[src/rtl/m_pkt_packer_pkg.sv]
// m_pkt_packer_pkg: beat types, packer FSM states and limits for the byte-to-beat packer
package m_pkt_packer_pkg;
    typedef logic [63:0] data_t;
    typedef logic [2:0]  len_t;
    typedef logic [7:0]  packet_word_off_t;
    typedef struct packed {
        logic  sop;
        logic  eop;
        len_t  length;
        data_t data;
    } in_t;
    typedef enum logic [1:0] {IDLE, BODY, DROP} packer_state_t;
    localparam int PACKER_MAX_WORDS = 256;
    function automatic logic [7:0] len_to_unary_mask(input len_t len);
        return 8'((9'd2 << len) - 9'd1);
    endfunction
endpackage

[src/rtl/m_pkt_packer_out_reg.sv]
// m_pkt_out_reg: 1-entry valid/ready register slice for in_t beats (load/hold/drain)
module m_pkt_out_reg
    import m_pkt_packer_pkg::*;
(
    input  logic clk,
    input  logic arst_n,
    input  logic load_i,
    input  in_t  data_i,
    input  logic rdy_i,
    output logic vld_o,
    output in_t  data_o
);
    logic vld_q;
    in_t  data_q;
    // Load takes priority; otherwise a handshake empties the slot and data holds
    always_ff @(posedge clk or negedge arst_n) begin
        if (!arst_n) begin
            vld_q  <= 1'b0;
            data_q <= '0;
        end else if (load_i) begin
            vld_q  <= 1'b1;
            data_q <= data_i;
        end else if (rdy_i) begin
            vld_q  <= 1'b0;
        end
    end
    assign vld_o  = vld_q;
    assign data_o = data_q;
endmodule

[src/rtl/m_pkt_packer.sv]
// m_pkt_packer: packs a byte valid/ready stream into 8B in_t beats; M_PKT_PACKER_TRUNC_EN caps packets at 256 beats
module m_pkt_packer
    import m_pkt_packer_pkg::*;
(
    input  logic       clk,
    input  logic       arst_n,
    input  logic       in_vld,
    input  logic [7:0] in_byte,
    input  logic       in_last,
    output logic       in_rdy,
    output logic       out_vld,
    output in_t        out,
    input  logic       out_rdy,
    output logic       err_trunc
);
    packer_state_t    st_q;
    in_t              stg_q, stg_d, nb, load_beat;
    logic [2:0]       cnt_q, cnt_d, base_cnt;
    logic             closed_q, closed_d, rdy_en_q;
    packet_word_off_t wc_q;
    logic             out_free, move, acc, full, trunc, close, load, beat_sop;
    data_t            base_data, nb_data;

    // Staging/close datapath: a closed staging beat moves out first, a fresh close goes straight out when free
    always_comb begin
        out_free  = ~out_vld | out_rdy;
        move      = closed_q & out_free;
        in_rdy    = rdy_en_q & ((st_q == DROP) | ~closed_q | out_free);
        acc       = in_vld & in_rdy & (st_q != DROP);
        base_cnt  = move ? 3'd0 : cnt_q;
        base_data = move ? '0 : stg_q.data;
        beat_sop  = (base_cnt == 3'd0) ? (st_q == IDLE) : stg_q.sop;
        nb_data   = base_data | (data_t'(in_byte) << {base_cnt, 3'b000});
        full      = base_cnt == 3'd7;
`ifdef M_PKT_PACKER_TRUNC_EN
        trunc     = full & ~in_last & ~beat_sop & (wc_q == packet_word_off_t'(PACKER_MAX_WORDS - 1));
`else
        trunc     = 1'b0;
`endif
        close     = acc & (full | in_last);
        nb        = '{sop: beat_sop, eop: in_last | trunc, length: base_cnt, data: nb_data};
        load      = move | (close & out_free);
        load_beat = move ? stg_q : nb;
        stg_d     = close ? ((out_free & ~move) ? '0 : nb)
                  : acc ? in_t'{sop: beat_sop, eop: 1'b0, length: 3'd0, data: nb_data}
                  : move ? '0 : stg_q;
        cnt_d     = (acc & ~close) ? base_cnt + 3'd1 : (close | move) ? 3'd0 : cnt_q;
        closed_d  = close ? ~(out_free & ~move) : closed_q & ~move;
    end

    // Staging register and post-reset ready enable
    always_ff @(posedge clk or negedge arst_n) begin
        if (!arst_n) begin
            stg_q    <= '0;
            cnt_q    <= '0;
            closed_q <= 1'b0;
            rdy_en_q <= 1'b0;
        end else begin
            stg_q    <= stg_d;
            cnt_q    <= cnt_d;
            closed_q <= closed_d;
            rdy_en_q <= 1'b1;
        end
    end

    // Packet FSM and per-packet beat counter
    always_ff @(posedge clk or negedge arst_n) begin
        if (!arst_n) begin
            st_q <= IDLE;
            wc_q <= '0;
        end else begin
            if (in_vld & in_rdy)
                st_q <= (st_q == DROP) ? (in_last ? IDLE : DROP) : trunc ? DROP : in_last ? IDLE : BODY;
            if (close)
                wc_q <= beat_sop ? 8'd1 : wc_q + 8'd1;
        end
    end

`ifdef M_PKT_PACKER_TRUNC_EN
    logic err_q;
    // Sticky truncation flag
    always_ff @(posedge clk or negedge arst_n) begin
        if (!arst_n)
            err_q <= 1'b0;
        else if (close & trunc)
            err_q <= 1'b1;
    end
    assign err_trunc = err_q;
`else
    assign err_trunc = 1'b0;
`endif

    m_pkt_out_reg u_out (
        .clk    (clk),
        .arst_n (arst_n),
        .load_i (load),
        .data_i (load_beat),
        .rdy_i  (out_rdy),
        .vld_o  (out_vld),
        .data_o (out)
    );
endmodule

[config.mk]
export PLATFORM = sky130hd
export DESIGN_NAME = m_pkt_packer
export DESIGN_NICKNAME = d
export VERILOG_FILES = /design/src/rtl/m_pkt_packer_pkg.sv /design/src/rtl/m_pkt_packer_out_reg.sv /design/src/rtl/m_pkt_packer.sv
export SDC_FILE = /design/constraint.sdc
export NUM_CORES = 1
export LEC_CHECK = 0
export CORE_AREA = 4 4 113 115
export CTS_BUF_LIST = sky130_fd_sc_hd__clkbuf_8
export CTS_CLUSTER_DIAMETER = 150
export DETAILED_ROUTE_END_ITERATION = 12
export DIE_AREA = 0 0 117 119
export PLACE_DENSITY = 0.81
export SKIP_LAST_GASP = 1
export SYNTH_ARGS = -nofsm -noshare
export SYNTH_HDL_FRONTEND = slang
export SYNTH_SLANG_ARGS = --single-unit
[constraint.sdc]
create_clock -name clk -period 3.6 [get_ports clk]
set_input_delay 0.72 -clock clk [delete_from_list [all_inputs] [get_ports clk]]
set_output_delay 0.72 -clock clk [all_outputs]
set_load 0.01 [all_outputs]
# After elaboration in Yosys (flattened, before gate mapping)
# Index checks and enable logic that the tools add are counted.
dict set report classes {
  div_mod_pow 0
  n_mux 16
  add_sub_neg 1
  reduce_logical 5
  mul 0
  order_cmp 0
  shifts 1
  bitwise 21
  n_eq_ne 3
}
# operator n
set ops {}
lappend ops {{69-bit 2-to-1 mux} 5}
lappend ops {{64-bit 2-to-1 mux} 1}
lappend ops {{64-bit OR} 1}
lappend ops {{8-bit by 6-bit << shifter with 64-bit output} 1}
lappend ops {{1-bit bitwise AND} 9}
lappend ops {{3-bit 2-to-1 mux} 3}
lappend ops {{1-bit OR} 6}
lappend ops {{1-bit 2-to-1 mux} 5}
lappend ops {{1-bit NOT} 5}
lappend ops {{2-bit 2-to-1 mux} 2}
lappend ops {{2-bit nonzero test} 2}
lappend ops {{3-bit by 1-bit adder with 3-bit output, second input constant} 1}
lappend ops {{3-bit == test, second input constant} 1}
lappend ops {{3-bit logical NOT} 1}
lappend ops {{3-bit nonzero test} 1}
lappend ops {{2-bit == test, second input constant} 1}
lappend ops {{2-bit logical NOT} 1}
lappend ops {{2-bit inequality test, second input constant} 1}
dict set report totals {
  mem_bits_ro 0
  elab_cells 60
  out_inout_bits 72
  ram_bits 0
  ff_bits 146
  input_bits 13
  latchBits 0
  n_memories 0
}

# Logic depth before layout (Yosys ltp)
dict set report logic_depth {
  depth_word 10
  mapped_depth 11
  depth_no_buf 7
}

# Hierarchy
# From an unflattened synthesis, not the netlist that was laid out.
dict set report unflattened {
  cells_unflattened 524
  hier_area_um2 6880.3
}
# mod area_each_um2 cells_per_inst seq_area_each_um2 instances
set by_module_without_submodules {}
lappend by_module_without_submodules {m_pkt_packer 3930.0 375 1901.8 1}
lappend by_module_without_submodules {m_pkt_out_reg 2950.3 149 1751.7 1}

# Least setup slack after synthesis
# Ideal clock, no wire load.
dict set report synth_path {
  kind {input-to-reg}
  from {input port out_rdy}
  to {register u_out.data_q, in the netlist u_out.data_o[64]}
  setup_slack_ns 0.489
  setup_ns 0.128
  arrival_time_ns 2.983
  path_buffers 4
  path_stages 11
  required_ns 3.472
  cell_sequence {nand2b_1 > buf_2 > buf_2 > a21boi_1 > ha_1 > nor2_1 > nor3_2 > o21a_1 > buf_2 > buf_4 > mux2_1}
}
dict set report synth_between {
  elab_chain_cells 8
  elab_cells_between_ends 13
  cone_classes {1 x eq/ne; 2 x mux; 10 x bitwise}
}
# element line
set synth_lines {}
lappend synth_lines {{from (decl)} m_pkt_packer.sv:13} ;# input logic out_rdy,
lappend synth_lines {{1-bit OR (*)} m_pkt_packer.sv:26} ;# out_free = ~out_vld | out_rdy;
lappend synth_lines {{1-bit bitwise AND or 1-bit OR (tied branches)} {m_pkt_packer.sv:27, m_pkt_packer.sv:28}}
lappend synth_lines {{3-bit 2-to-1 mux or 1-bit bitwise AND (tied branches)} {m_pkt_packer.sv:30, m_pkt_packer.sv:28}}
lappend synth_lines {{3-bit == test or 1-bit bitwise AND (tied branches)} {m_pkt_packer.sv:34, m_pkt_packer.sv:29}}
lappend synth_lines {{1-bit OR or 1-bit bitwise AND (tied branches)} {m_pkt_packer.sv:40, m_pkt_packer.sv:29}}
lappend synth_lines {{1-bit bitwise AND} m_pkt_packer.sv:40} ;# close = acc & (full | in_last);
lappend synth_lines {{1-bit bitwise AND} m_pkt_packer.sv:42} ;# load = move | (close & out_free);
lappend synth_lines {{1-bit OR} m_pkt_packer.sv:42}
lappend synth_lines {{to (signal assigned)} m_pkt_packer_out_reg.sv:22} ;# data_q <= data_i;
lappend synth_lines {{to (decl)} m_pkt_packer_out_reg.sv:14} ;# in_t data_q;
# Mark *: on every way between the ends. The rest lies on a longest branch, timed or not.
# A chain may end at the register's enable or synchronous reset.

# Worst setup path in the final report
dict set report layout_path {
  from {input port out_rdy}
  to {output port in_rdy}
}
dict set report layout_between {
  elab_chain_cells 3
}
# element line
set layout_lines {}
lappend layout_lines {{1-bit OR} m_pkt_packer.sv:26}
lappend layout_lines {{1-bit OR} m_pkt_packer.sv:28} ;# in_rdy = rdy_en_q & ((st_q == DROP) | ~closed_q | out_free);
lappend layout_lines {{1-bit bitwise AND} m_pkt_packer.sv:28}
lappend layout_lines {{to (decl)} m_pkt_packer.sv:10} ;# output logic in_rdy,
# No other way between the ends.

==> out/qor.yml <==
ir_drop_v: 0.000256
endpoint_kind: "output port"
clock_path_buffers: 2
avgViaCountPerCell: 6.02
place_congestion: 0.911
yosys_warnings: 0
cts_setup_buffers: 0
drt_wl_total_um: 16400
core_area_sq_um: 11800
synth.area.top_cells: "dfrtp_1, mux2i_1, a21oi_1"
synth_seq_cells: 146
cellLeakagePower_nw: 3.47
fmax_mhz: 338
cp.arrival_ps: 2240
grt_max_degree: 117
ant_nets: 0
drtPass1Iterations: 6
rsz0062_at_grt: "no"
drv_cap: 0
vias: 5067
crit_type: "input port to output port"
yosys.area.top_type: "dfrtp_1"
rows: 40
numCtsBuffers: 17
die-height_um: 119
die_width_um: 117
status: "completed"
skew_ps: 8.59
tightest_slew_ps: 1300
grt_pass1_vias: 5209
worstPathMaxFanout: 4
wire_per_inst_um: 19.5
htreeDepth: 4
power_mw: 4.21
cts_resized: 0
clockRootBuffer: "clkbuf_8"
worstSkewPairLatency_ps: 450
ios: 85
synth.net_count: 618
ys_seq_area_share_pct: 55.2
drc: 0
dp_hpwl_um: 10700
track_usage_pct: 24.7
period_needed_ps: 2960
cts_tree: "yes"
die_area_sq_um: 13900
hp-class: "input port to async pin"
async_flop_share_pct: 100
hold_violations: 0
relSlewSlack_pct: 13.3
grt_antenna_before_repair: 0
ctsHoldBuffers: 0
synth_cell_types: 44
first_iter_violations: 565
start_util_pct: 56.0
path_clk_slew_ps: 80
timing.critical_path.from_type: "input port"
grt_overflow: 0
syn_to_final_growth_pct: 21.5
tns_ps: 0
synthCells: 604
setup_viol: 0
grt_first_pass_wirelength_um: 26800
cts.sinks: 146
antenna_cells: 0
synth.top_cell.area_share_pct: 55.2
finalCritPeriodShare_pct: 82.2
drv_slew: 0
synth_area_sq_um: 6620
avgSynthCellArea_sq_um: 11.0
nets: 695
numPortBuffers: 83
powerDensity_nw_per_um2: 524
worst_ep_required_time_ps: 2880
drive_gt1_share_pct: 10.5
synth_edf_count: 0
synth-main-ff-cell: "dfrtp_1"
[per-layer routing]
metal  GRT usage, %  share of wire (%)
met1           32.8                 41
met2           39.1                 49
met3           6.30                7.1
met4           8.75                2.2
met5              0                  0
[metrics by stage]
stage	hold WS, ps	area (sq um)	instances	setup slack (ps)	util, %
2_1_floorplan	424	6620	604	489	-
3_3_place_gp	475	7640	809	450	64.7
3_5_place_dp	479	7640	809	307	64.7
4_1_cts	458	8040	841	645	68.1
5_1_grt	477	8040	841	546	68.1
6_report	411	8040	841	642	68.1
[cells by family after synthesis]
group | share of synthesized area [%]
other | 0.114
buffers and inverters | 6.96
XOR/XNOR | 0.132
multiplexers | 11.2
flip-flops | 55.2
AO/OA/AOI/OAI | 19.1
adder cells (fa/ha/maj) | 0.340
AND/OR/NAND/NOR | 6.90
[cells in the mapped netlist, drive strengths merged (2+ instances only)]
library cell and n:
dfrtp 146, a21oi 65, inv 65, mux2i 65, nor2 50, a32oi 35, clkbuf 28, buf 21
nand2 14, a22o 13, a31oi 13, nor2b 12, o211ai 9, a22oi 8, mux2 8, a32o 6
o21ai 6, a2111oi 5, a21boi 4, nor3 4, and2 3, o21a 3, or2 3, and3 2
conb 2, nand2b 2, nand3b 2
[path summary, 6_finish.rpt]
check                                  from                to  slack, ps  depth (start not counted)
setup / recovery                    out_rdy            in_rdy        640                          5
hold / removal                       arst_n         stg_q[20]        410                          1
setup reg to reg                   cnt_q[1]  u_out.data_o[45]        770                          8
hold reg to reg            u_out.data_o[67]  u_out.data_o[67]        490                          1
max in group asynchronous            arst_n  u_out.data_o[37]       2320                          2
min in group clk           u_out.data_o[67]  u_out.data_o[67]        490                          1
[state kept, by name (all words and copies together), names as in the netlist]
register,cells
st_q,2
cnt_q,3
stg_q,69
u_out.data_o,69
closed_q,1
u_out.vld_o,1
rdy_en_q,1
[placed cells by master (no fill, tap or decap), types with 3 or more instances in the layout]
cell type / synthesis / layout
a22o_1: 13 / 13
a32o_1: 6 / 6
buf_12: 0 / 3
dfrtp_1: 146 / 146
mux2i_1: 65 / 65
and2_1: 3 / 3
nand2_1: 14 / 14
inv_1: 65 / 66
clkinv_4: 0 / 5
o21ai_0: 5 / 5
a21boi_1: 3 / 3
nor2_1: 50 / 50
a22oi_1: 8 / 8
clkinv_2: 0 / 3
a21oi_1: 65 / 65
nor2b_1: 12 / 12
a32oi_1: 35 / 35
o211ai_1: 9 / 9
clkbuf_8: 0 / 19
a2111oi_4: 5 / 5
a31oi_1: 13 / 13
clkdlybuf4s50_1: 0 / 82
buf_4: 3 / 21
mux2_2: 4 / 4
mux2_1: 4 / 4
[layout make-up]
type / instances / area [sq um]
clock buffer: 19 / 262
timing repair buffer: 107 / 1050
sequential: 146 / 3650
tap: 147 / 184
clock inverter: 13 / 138
fill: 873 / 3770
inverter: 65 / 244
multi-input combinational: 344 / 2510
[report_power, final]
group          switching [mW]  total (mW)  internal (mW)
Sequential              0.132        1.98           1.85
Combinational           0.484       0.948          0.464
Clock                   0.635        1.29          0.650
Total                    1.25        4.21           2.96
[critical path, cell delays in order]
cell and delay, ps:
clkdlybuf4s50_1 430, nor2b_1 270, nand2_1 150, o21a_1 200, clkdlybuf4s50_1 470
(Power assumes the default switching activity.)
